### src/rtl/mbus_wr_arbiter.sv
// -----------------------------------------------------------------------------
// mbus_wr_arbiter
//
// Four-channel round-robin write arbiter in front of a DDR write controller.
// One channel at a time is granted the mbus write path. Its start address is
// latched on grant. Its data and data-request are steered combinationally
// while the controller is busy. After each transfer the arbiter holds for
// three RELEASE cycles, so that requesters that sync the busy signal through
// two stages see it drop before the next grant.
//
// Optional feature:
//   MBUS_ARB_TIMEOUT_EN -- when defined, a grant watchdog counts GRANT cycles.
//                          On reaching TIMEOUT_CYC it releases the grant and
//                          sets the sticky o_timeout flag. When undefined,
//                          GRANT waits indefinitely and o_timeout is tied low.
//
// Ports:
//   i_axi_aclk, i_rstn           clock, asynchronous active-low reset
//   i_ch_wrq / i_ch_wready       per-channel request and data-ready (4 bits)
//   i_ch_waddr / i_ch_wdata      per-channel address/data, channel n at slot n
//   o_ch_wsel                    one-hot granted channel (GRANT/BUSY)
//   o_ch_wdata_rq / o_ch_wbusy   controller handshakes forwarded to grantee
//   o_mbus_wrq/waddr/wdata/wready  request side towards the write controller
//   i_mbus_wdata_rq / i_mbus_wbusy controller data request and busy
//   o_grant_id                   current / last granted channel index
//   o_timeout                    sticky watchdog flag
// -----------------------------------------------------------------------------
module mbus_wr_arbiter #(
  parameter int MEM_DQ_WIDTH    = 16,
  parameter int CTRL_ADDR_WIDTH = 28,
  parameter int BURST_LENGTH    = 8,
  parameter int TIMEOUT_CYC     = 255
) (
  input  logic                                        i_axi_aclk,
  input  logic                                        i_rstn,
  input  logic [3:0]                                  i_ch_wrq,
  input  logic [3:0]                                  i_ch_wready,
  input  logic [4*CTRL_ADDR_WIDTH-1:0]                i_ch_waddr,
  input  logic [4*MEM_DQ_WIDTH*BURST_LENGTH-1:0]      i_ch_wdata,
  output logic [3:0]                                  o_ch_wsel,
  output logic [3:0]                                  o_ch_wdata_rq,
  output logic [3:0]                                  o_ch_wbusy,
  output logic                                        o_mbus_wrq,
  output logic [CTRL_ADDR_WIDTH-1:0]                  o_mbus_waddr,
  output logic [MEM_DQ_WIDTH*BURST_LENGTH-1:0]        o_mbus_wdata,
  output logic                                        o_mbus_wready,
  input  logic                                        i_mbus_wdata_rq,
  input  logic                                        i_mbus_wbusy,
  output logic [1:0]                                  o_grant_id,
  output logic                                        o_timeout
);

  localparam int DW = MEM_DQ_WIDTH * BURST_LENGTH;

  typedef enum logic [1:0] {
    ST_IDLE    = 2'd0,
    ST_GRANT   = 2'd1,
    ST_BUSY    = 2'd2,
    ST_RELEASE = 2'd3
  } state_e;

  state_e                     state_q, state_d;
  logic [1:0]                 grant_q, grant_d;
  logic [1:0]                 last_grant_q, last_grant_d;
  logic [1:0]                 rel_cnt_q, rel_cnt_d;
  logic [CTRL_ADDR_WIDTH-1:0] waddr_q, waddr_d;
  logic                       busy_prev_q;

  logic [3:0] eligible;
  logic       any_eligible;
  logic [1:0] winner;
  logic [1:0] idx;

  // Round-robin pick. The loop scans from the lowest priority (last_grant
  // itself) down to the highest (last_grant+1), so the final hit wins.
  // NOTE: every always_comb output gets a default first; a path that leaves
  // a variable unassigned would infer a latch.
  always_comb begin
    eligible     = i_ch_wrq & i_ch_wready;
    any_eligible = 1'b0;
    winner       = last_grant_q;
    idx          = '0;
    for (int k = 4; k >= 1; k--) begin
      idx = last_grant_q + 2'(k);
      if (eligible[idx]) begin
        winner       = idx;
        any_eligible = 1'b1;
      end
    end
  end

`ifdef MBUS_ARB_TIMEOUT_EN
  logic [7:0] wd_cnt_q, wd_cnt_d;
  logic       timeout_q, timeout_d;
  logic       timeout_fire;
  logic       wd_expired;

  // Expiry on the TIMEOUT_CYC-th GRANT cycle.
  assign wd_expired = (wd_cnt_q == 8'(TIMEOUT_CYC - 1));
`endif

  // Next-state and datapath-register logic.
  always_comb begin
    state_d      = state_q;
    grant_d      = grant_q;
    waddr_d      = waddr_q;
    last_grant_d = last_grant_q;
    rel_cnt_d    = '0;
`ifdef MBUS_ARB_TIMEOUT_EN
    timeout_fire = 1'b0;
`endif
    case (state_q)
      ST_IDLE: begin
        if (any_eligible) begin
          state_d = ST_GRANT;
          grant_d = winner;
          waddr_d = i_ch_waddr[int'(winner)*CTRL_ADDR_WIDTH +: CTRL_ADDR_WIDTH];
        end
      end
      ST_GRANT: begin
        // Busy rising wins over a simultaneous request drop.
        if (i_mbus_wbusy) begin
          state_d = ST_BUSY;
        end else if (!i_ch_wrq[grant_q]) begin
          state_d = ST_RELEASE;
        end
`ifdef MBUS_ARB_TIMEOUT_EN
        else if (wd_expired) begin
          state_d      = ST_RELEASE;
          timeout_fire = 1'b1;
        end
`endif
      end
      ST_BUSY: begin
        // Channel request is ignored here; only busy falling ends the transfer.
        if (busy_prev_q && !i_mbus_wbusy) begin
          state_d = ST_RELEASE;
        end
      end
      ST_RELEASE: begin
        if (rel_cnt_q == 2'd2) begin
          state_d = ST_IDLE;
        end else begin
          rel_cnt_d = rel_cnt_q + 2'd1;
        end
      end
      default: state_d = ST_IDLE;
    endcase
    if (state_q != ST_RELEASE && state_d == ST_RELEASE) begin
      last_grant_d = grant_q;
    end
  end

  // State register.
  // NOTE: sequential state uses non-blocking assignments only, so every flop
  // samples the pre-edge values regardless of statement order.
  always_ff @(posedge i_axi_aclk or negedge i_rstn) begin
    if (!i_rstn) begin
      state_q      <= ST_IDLE;
      grant_q      <= '0;
      last_grant_q <= 2'd3;
      rel_cnt_q    <= '0;
      waddr_q      <= '0;
      busy_prev_q  <= 1'b0;
    end else begin
      state_q      <= state_d;
      grant_q      <= grant_d;
      last_grant_q <= last_grant_d;
      rel_cnt_q    <= rel_cnt_d;
      waddr_q      <= waddr_d;
      busy_prev_q  <= i_mbus_wbusy;
    end
  end

`ifdef MBUS_ARB_TIMEOUT_EN
  always_comb begin
    wd_cnt_d  = (state_q == ST_GRANT) ? wd_cnt_q + 8'd1 : '0;
    timeout_d = timeout_q | timeout_fire;
  end

  always_ff @(posedge i_axi_aclk or negedge i_rstn) begin
    if (!i_rstn) begin
      wd_cnt_q  <= '0;
      timeout_q <= 1'b0;
    end else begin
      wd_cnt_q  <= wd_cnt_d;
      timeout_q <= timeout_d;
    end
  end

  assign o_timeout = timeout_q;
`else
  // The watchdog limit only matters when the watchdog is built in.
  logic [31:0] unused_timeout_cfg;
  assign unused_timeout_cfg = 32'(TIMEOUT_CYC);
  assign o_timeout          = 1'b0;
`endif

  // Output logic: decoded from registered state, data paths combinational.
  always_comb begin
    o_ch_wsel     = '0;
    o_ch_wdata_rq = '0;
    o_ch_wbusy    = '0;
    o_mbus_wrq    = 1'b0;
    o_mbus_wdata  = '0;
    o_mbus_wready = 1'b0;
    if (state_q == ST_GRANT || state_q == ST_BUSY) begin
      o_ch_wsel[grant_q] = 1'b1;
      o_mbus_wready      = i_ch_wready[grant_q];
    end
    if (state_q == ST_GRANT) begin
      o_mbus_wrq = 1'b1;
    end
    if (state_q == ST_BUSY) begin
      o_mbus_wdata           = i_ch_wdata[int'(grant_q)*DW +: DW];
      o_ch_wdata_rq[grant_q] = i_mbus_wdata_rq;
    end
    if (state_q != ST_IDLE) begin
      o_ch_wbusy[grant_q] = i_mbus_wbusy;
    end
  end

  assign o_mbus_waddr = waddr_q;
  assign o_grant_id   = grant_q;

endmodule
### config.mk
export PLATFORM = sky130hd
export DESIGN_NAME = mbus_wr_arbiter
export DESIGN_NICKNAME = d
export VERILOG_FILES = /design/src/rtl/mbus_wr_arbiter.sv
export SDC_FILE = /design/constraint.sdc
export NUM_CORES = 1
export LEC_CHECK = 0
export CAP_MARGIN = 20
export CORE_AREA = 5 5 311 313
export DETAILED_ROUTE_END_ITERATION = 6
export DIE_AREA = 0 0 316 318
export GPL_TIMING_DRIVEN = 1
export HOLD_SLACK_MARGIN = 0.03
export PLACE_DENSITY = 0.3
export SLEW_MARGIN = 20
export SYNTH_ARGS = -nofsm -noshare
export SYNTH_HDL_FRONTEND = slang
export SYNTH_SLANG_ARGS = --single-unit
### constraint.sdc
create_clock -name i_axi_aclk -period 5.2 [get_ports i_axi_aclk]
set_input_delay 0.52 -clock i_axi_aclk [delete_from_list [all_inputs] [get_ports i_axi_aclk]]
set_output_delay 0.52 -clock i_axi_aclk [all_outputs]
set_load 0.03 [all_outputs]
Yosys cells after proc, flatten, opt, wreduce, memory -nomap -nowiden
Cells that the tools add are included.
{"block": "classes", "n_addsub": 4, "n_mul": 1, "n_lt_le_gt_ge": 6, "eq_ne": 6, "n_shift": 2, "muxes": 35, "n_bitwise": 3, "n_reduce_logical": 8}
{"op": "512-bit by 10-bit variable part select with 128-bit output", "n": 1}
{"op": "128-bit two-way mux", "n": 1}
{"op": "112-bit by 8-bit variable part select with 28-bit output", "n": 1}
{"op": "2-bit two-way mux", "n": 10}
{"op": "2-bit by 3-bit less-than comparator with 1-bit output (second input constant)", "n": 5}
{"op": "1-bit two-way mux", "n": 13}
{"op": "4-bit AND", "n": 3}
{"op": "1-bit binary-select mux with 2-bit select", "n": 6}
{"op": "4-bit two-way mux", "n": 3}
{"op": "2-bit == test (second input constant)", "n": 4}
{"op": "2-bit one-hot mux with 4 select lines", "n": 1}
{"op": "2-bit by 3-bit multiplier with 5-bit output (second input constant)", "n": 1}
{"op": "2-bit by 1-bit adder with 2-bit output (second input constant)", "n": 2}
{"op": "2-bit adder (second input constant)", "n": 2}
{"op": "1-bit logical AND", "n": 3}
{"op": "1-bit demux with 2-bit select", "n": 1}
{"op": "2-bit by 1-bit == test with 1-bit output (second input constant)", "n": 1}
{"op": "2-bit by 1-bit greater-or-equal comparator with 1-bit output (second input constant)", "n": 1}
{"op": "2-bit zero test", "n": 1}
{"op": "2-bit inequality test (second input constant)", "n": 1}
{"op": "2-bit AND reduction", "n": 1}
{"op": "2-bit nonzero test", "n": 1}
{"op": "1-bit zero test", "n": 1}
{"op": "1-bit logical OR", "n": 1}
{"block": "totals", "regBits": 37, "inputBits": 636, "out_inout_bits": 173, "wordCells": 71}

Logic depth before layout (Yosys ltp)
{"block": "depth", "depth_word": 11, "depth_mapped": 9, "ltp_nobuf": 7}

Worst setup path after synthesis
No wires, ideal clock.
{"block": "synth_timing", "kind": "register to output", "from": "register grant_q[0], in the netlist o_grant_id[0]", "to": "output o_mbus_wdata[100]", "arrival_time_ns": 1.969, "t_required_ns": 4.680, "setup_slack_ns": 2.711, "stages_incl_launch_ff": 5, "path_buffers": 2, "path_cell_list": "dfrtp_1 > buf_2 > buf_2 > mux4_2 > and2_1"}
{"block": "synth_between", "elab_chain_cells": 2}
{"element": "start, declared", "line_no": "63", "text": "logic [1:0] grant_q, grant_d;"}
{"element": "start signal, assigned", "line_no": "167", "text": "grant_q <= grant_d;"}
{"element": "512-bit by 10-bit variable part select with 128-bit output", "line_no": "215", "text": "o_mbus_wdata = i_ch_wdata[int'(grant_q)*DW +: DW];"}
{"element": "128-bit two-way mux", "line_no": "214", "text": "if (state_q == ST_BUSY) begin"}
{"element": "end, declared", "line_no": "45", "text": "output logic [MEM_DQ_WIDTH*BURST_LENGTH-1:0] o_mbus_wdata,"}
Every way passes these cells.

Final worst setup path
{"block": "layout_timing", "from": "register grant_q[0], in the netlist o_grant_id[0]", "to": "output o_mbus_wdata[30]"}
Same word-level chain as after synthesis.

==> flow_summary.json <==
{
  "antenna_found_initial": 15,
  "drv_cap": 0,
  "ys_ff_latch": 37,
  "p_int_mw": 2.84,
  "fin_util_pct": 17.1,
  "grt_pass1_vias": 9289,
  "place_ws_ns": 1.46,
  "htreeDepth": 2,
  "grtUsageTotal_pct": 12.2,
  "cp-start-kind": "flip-flop",
  "final_nets": 1951,
  "async_reset_ff_share_pct": 100,
  "coreArea_um2": 94000,
  "path_class": "flip-flop to primary output",
  "dr.pass1.iters": 5,
  "ys_types": 36,
  "hold-worst-slack_ns": 0.312,
  "timing.slew.headroom_pct": 38.1,
  "p_sw_share_pct": 48.8,
  "synth.area.top_cells": "mux4_2 (47%), dfrtp_1 (14%), and2_1 (13%)",
  "die_h_um": 318,
  "cts_resized": 0,
  "dpl.hpwl_um": 57400,
  "synth_top_area_cell": "mux4_2",
  "routed_wirelength_um": 66200,
  "clock_skew_ns": 0.0122,
  "critPathRequiredTime_ns": 4.68,
  "portBuffers": 807,
  "grt_pass1_wl_um": 85300,
  "ys.flop_type": "dfrtp_1",
  "synth_nets": 1180,
  "cts_tree": "done",
  "yosys_warnings": 0,
  "drt-wirelength-per-cell_um": 25.6,
  "power.leakage_nw": 5.53,
  "power_frac_comb_pct": 82.9,
  "synthToLayoutAreaGrowth_pct": 155,
  "cts.reportedPaths.clkPinSlew_ns": 0.07,
  "numCtsBuffers": 5,
  "p_total_mw": 5.55,
  "yosys.area.top_type_share_pct": 46.6,
  "io_pins": 809,
  "root_buffer": "clkbuf_16",
  "drt_drc_violations_left": 0,
  "vias_per_cell": 3.25,
  "initialDrtViolationCount": 383,
  "grt_start_max_net_pins": 58,
  "max_freq_mhz": 265,
  "pwr_density_cell_nw_per_um2": 346,
  "cp_max_fo": 27,
  "peakVddDrop_uv": 334,
  "p_clk_share_pct": 5.8,
  "cp-end-kind": "primary output",
  "worstMarginPinSlew_ns": 0.928,
  "clockBufferDepth": 2,
  "synth_edf_count": 0,
  "crit_arrival_ns": 3.26,
  "synth_commonest_cells": "mux4_2 (130), and2_1 (129), mux2i_1 (56)",
  "grt_overflow": 0,
  "rows": 113,
  "finalSetupViolCount": 0,
  "postRouteAntennaNets": 0,
  "yosysSeqAreaShare_pct": 14.8,
  "clkLatencyLatePin_ns": 0.30,
  "clock_sinks": 37,
  "period_share_pct": 72.6,
  "hold_viol": 0,
  "synth.avg_cell_area_um2": 11.6,
  "rsz0062_at_grt": "false",
  "seqPwrFrac_pct": 11.4,
  "hp-class": "input port to asynchronous set/reset pin",
  "die_x_um": 316,
  "syn_inst": 540,
  "num-fill-cells": 10500,
  "layout_min_cycle_time_ns": 3.78,
  "drive_gt1_share_pct": 12.6,
  "status": "finished clean",
  "post_cts_buffers": 0,
  "fin_ws_ns": 1.42,
  "slew_violations": 0,
  "vias": 8409,
  "postCtsHoldBufs": 0,
  "gp_congestion": 0.804,
  "yosysMostFrequentCell": "mux4_2",
  "finalSetupTns_ns": 0,
  "initial_utilization_pct": 6.69,
  "die_area_um2": 100000,
  "syn_area_um2": 6290,
  "power.switching_mw": 2.71
}
worst max-delay path, stage by stage (launching register included):
cell	delay, ns
dfrtp_4	0.67
buf_16	0.28
buf_4	0.43
mux4_2	0.65
and2_1	0.20
clkdlybuf4s50_1	0.60
area by class of cell:
| cell class | count | area [um2] | area share, % |
|---|---|---|---|
| antenna | 7 | 17.5 | 0.109 |
| inverter | 5 | 18.8 | 0.117 |
| multi-input combinational | 437 | 5090 | 31.7 |
| sequential | 37 | 936 | 5.83 |
| tap | 1265 | 1580 | 9.86 |
| timing repair buffer | 825 | 8270 | 51.5 |
| clock inverter | 3 | 17.5 | 0.109 |
| clock buffer | 5 | 125 | 0.779 |
metrics by stage:
step                      std cells  area (um2)
final                          2584       16100
after global routing           2577       16000
after CTS                      2576       16000
after detailed placement       2568       15900
after global placement         2568       15900
after floorplan                 540        6290
placed cells by master, fill, tap and decap left out, types with 2 or more instances in the layout:
cell	count
nor2_1	12
dfstp_2	2
ha_1	3
dfrtp_4	2
clkbuf_16	5
clkinv_2	2
a211oi_1	3
diode_2	7
mux4_2	130
buf_4	14
a22oi_1	2
a21oi_1	4
mux2_1	2
mux2i_1	56
nand2_1	39
nand2b_1	4
nor3b_1	2
and3b_1	2
clkdlybuf4s50_1	806
nor2b_1	2
inv_1	5
and2_1	129
o221ai_1	28
buf_12	3
dfrtp_1	33
nor3_1	4
power by group through the flow:
| stage | Combinational [mW] | Sequential, mW | Clock [mW] |
|---|---|---|---|
| 2_1_floorplan | 2.47 | 0.722 | 0 |
| 3_3_place_gp | 4.63 | 0.721 | 0 |
| 3_5_place_dp | 4.63 | 0.724 | 0 |
| 4_1_cts | 4.65 | 0.722 | 0.342 |
| 5_1_grt | 4.91 | 0.659 | 0.352 |
| 6_report | 4.60 | 0.632 | 0.320 |
state kept, by name, summed over array words and instances (netlist names):
| register | count |
|---|---|
| busy_prev_q | 1 |
| last_grant_q | 2 |
| o_grant_id | 2 |
| o_mbus_waddr | 28 |
| rel_cnt_q | 2 |
| state_q | 2 |
path summary, 6_finish.rpt:
check,startpoint,end,slack (ns),cells past startpoint
max,o_grant_id[0],o_mbus_wdata[30],1.42,5
min,i_rstn,o_mbus_waddr[3],0.31,2
max reg2reg,o_grant_id[1],last_grant_q[1],2.25,6
min reg2reg,rel_cnt_q[0],rel_cnt_q[0],0.45,1
max in group asynchronous,i_rstn,o_grant_id[1],4.44,2
min in group i_axi_aclk,rel_cnt_q[0],rel_cnt_q[0],0.45,1
logic make-up (layout without fill, tap and decap cells):
| kind of cell | Yosys count | in the layout | synth area share [%] |
|---|---|---|---|
| flops | 37 | 37 | 14.8 |
| other cells | 1 | 8 | 0.0596 |
| buf+inv | 66 | 838 | 4.56 |
| mux | 188 | 188 | 55.8 |
| simple gates | 199 | 199 | 18.1 |
| fa+ha+maj | 4 | 4 | 0.796 |
| compound gates | 45 | 45 | 5.85 |
routing by layer:
metal  GRT usage (%)  up-vias  wire length (um)
met5               0        -                46
met2            23.4      496             34800
met4           0.668        8               244
met1            13.4     4196             24600
li1                -     3690                 -
met3            4.52       19              6500
No activity file was read; power rests on OpenSTA's default activity.
==> variant, RTL diff (config.mk and constraints unchanged) <==
Set the parameter `CTRL_ADDR_WIDTH` to 56 (it was 28).
--- a/src/rtl/mbus_wr_arbiter.sv
+++ b/src/rtl/mbus_wr_arbiter.sv
@@ -28,5 +28,5 @@
 module mbus_wr_arbiter #(
   parameter int MEM_DQ_WIDTH    = 16,
-  parameter int CTRL_ADDR_WIDTH = 28,
+  parameter int CTRL_ADDR_WIDTH = 56,
   parameter int BURST_LENGTH    = 8,
   parameter int TIMEOUT_CYC     = 255
Ports: changed (resized i_ch_waddr and o_mbus_waddr); port bits go from 809 to 949. No check against the original RTL was run, so the function may have changed too.
==> variant against the unedited design <==
  * Sequential power rose by 74%
  * Design area rose by 21%
  * Wire length rose by 43%
  * Synthesized cell count rose by 30%
  * Power rose by 51%
  * Synthesized area rose by 28%
  * Worst setup slack got worse by 0.15 ns
  * Global-route usage rose by 5.6 points
  * Maximum frequency fell by 3.7%
  * Critical endpoint is now o_mbus_wdata[56]
  * Sequential cell count rose by 28
  * Clock skew rose by 0.0024 ns
  * Worst hold slack got worse by 0.22 ns
  * Sequential share of layout area rose by 2.6 points
==> variant: results <==
[min_path]
hp-class = in -> async

[setup_path]
cp_slowest_cell = clkdlybuf4s50_1
critPathArrivalTime_ns = 3.40
path_max_fanout = 60
max_stage_delay_ns = 0.77

[power_and_ir_drop]
power_leakage_nw = 6.894
ir_worst_vdd_mv = 0.2233
switching_share_pct = 50.15

[timing]
clock_skew_ns = 0.01455
relSlewSlack_pct = 33.19
slew_viol_final = 0
hold_viol_final = 0

[route]
drt-met1-wl_um = 38100
wl_met2_um = 46520
met3_length_um = 8637
vias_per_cell = 3.708
wire_per_inst_um = 32.75
routed_wl_um = 94580
dr.first_iter.drc_count = 555

[cells_and_area]
nFillCells = 10300
nets = 2351
largest_reg_flops = 56
drive_above_1_share_pct = 11.16

[synth]
synth_fp_nets = 1453
synth_compound_area_share_pct = 7.891
avgSynthCellArea_um2 = 11.51
synth_fa_ha_area_share_pct = 0.6202
synth_top_area_share_pct = 36.28
yosysUniqueCellTypes = 42
ys_seq_area_share_pct = 20.19
muxShareOfSynthArea_pct = 50.71
postSynth.asyncResetShare_pct = 100.0
synth_area_leaders = mux4_2 (36%), dfrtp_1 (20%), mux2i_1 (14%)
yosys-top-cells-count = mux4_2 (130), and2_1 (129), mux2i_1 (113)

[clock_network]
clockBufferDepth = 2
numCtsBuffers = 9
clk_latency_ns = 0.36
htree_levels = 3
clk_pin_slew_ns = 0.07
post_cts_buffers = 0
cts_root_buf = clkbuf_16

[placed_design]
place_ws_ns = 1.640
place.gp.congestion = 0.9395
dp_hpwl_um = 82550
post-place-cells = 2853
port_buffers = 947

[global_route]
grt_max_degree = 61
antenna_found_initial = 51
grt_pass1_wl_um = 120000
grt_use_total_pct = 17.80
grt_pass1_vias = 11600

[run_status]
outcome = finished clean
## variant: final timing paths
check	depth (start not counted)	slack [ns]	end	startpoint
min	1	0.09	o_mbus_waddr[15]	i_rstn
min reg2reg	1	0.44	rel_cnt_q[0]	rel_cnt_q[0]
max in group asynchronous	2	3.98	o_grant_id[1]	i_rstn
max reg2reg	5	2.26	last_grant_q[1]	o_grant_id[0]
min in group i_axi_aclk	1	0.44	rel_cnt_q[0]	rel_cnt_q[0]
max	5	1.28	o_mbus_wdata[56]	state_q[0]
## variant: cells by family (layout without fill, tap and decap cells)
logic type,Yosys count,in the layout
flip-flops,65,65
AND/OR/NAND/NOR,227,227
buffers and inverters,83,986
multiplexers,246,246
adder cells (fa/ha/maj),4,4
other,1,20
AO/OA/AOI/OAI,75,75
## variant: final cells by class
type	count	area share [%]
diodes	19	0.2452
clock buffers	11	1.252
clock inverters	5	0.5291
inverters	5	0.09678
multi-input cells	553	31.32
flip-flops and latches	65	8.439
well taps	1265	8.162
repair buffers	965	49.95
## variant: layer usage
metal | up-vias | global-route usage, %
met4 | 18 | 2.318
met3 | 88 | 5.998
met1 | 5406 | 21.66
li1 | 4582 | -
met2 | 616 | 31.23
met5 | - | 0
## variant: metrics by stage
stage / area (um^2) / total power [mW] / utilization (%)
floorplan: 8070 / 4.619 / -
detailed placement: 19000 / 7.781 / 20.21
CTS: 19340 / 8.607 / 20.57
global route: 19350 / 8.881 / 20.58
global placement: 19000 / 7.793 / 20.21
finish: 19390 / 8.397 / 20.63
## variant: worst max-delay path, delay by kind of cell, from the launching register on
kind | cells | cell delay, ns
DFF | 1 | 0.43
and+or+nand+nor | 1 | 0.43
buffers and inverters | 3 | 1.40
adders and majority gates | 1 | 0.65
## variant: power by group through the flow
stage / registers [mW] / logic (mW) / clock network, mW
after floorplan: 1.32 / 3.30 / 0
after global placement: 1.12 / 6.67 / 0
after detailed placement: 1.12 / 6.66 / 0
after CTS: 1.12 / 6.69 / 0.798
after global routing: 1.15 / 6.92 / 0.808
final: 1.10 / 6.54 / 0.758
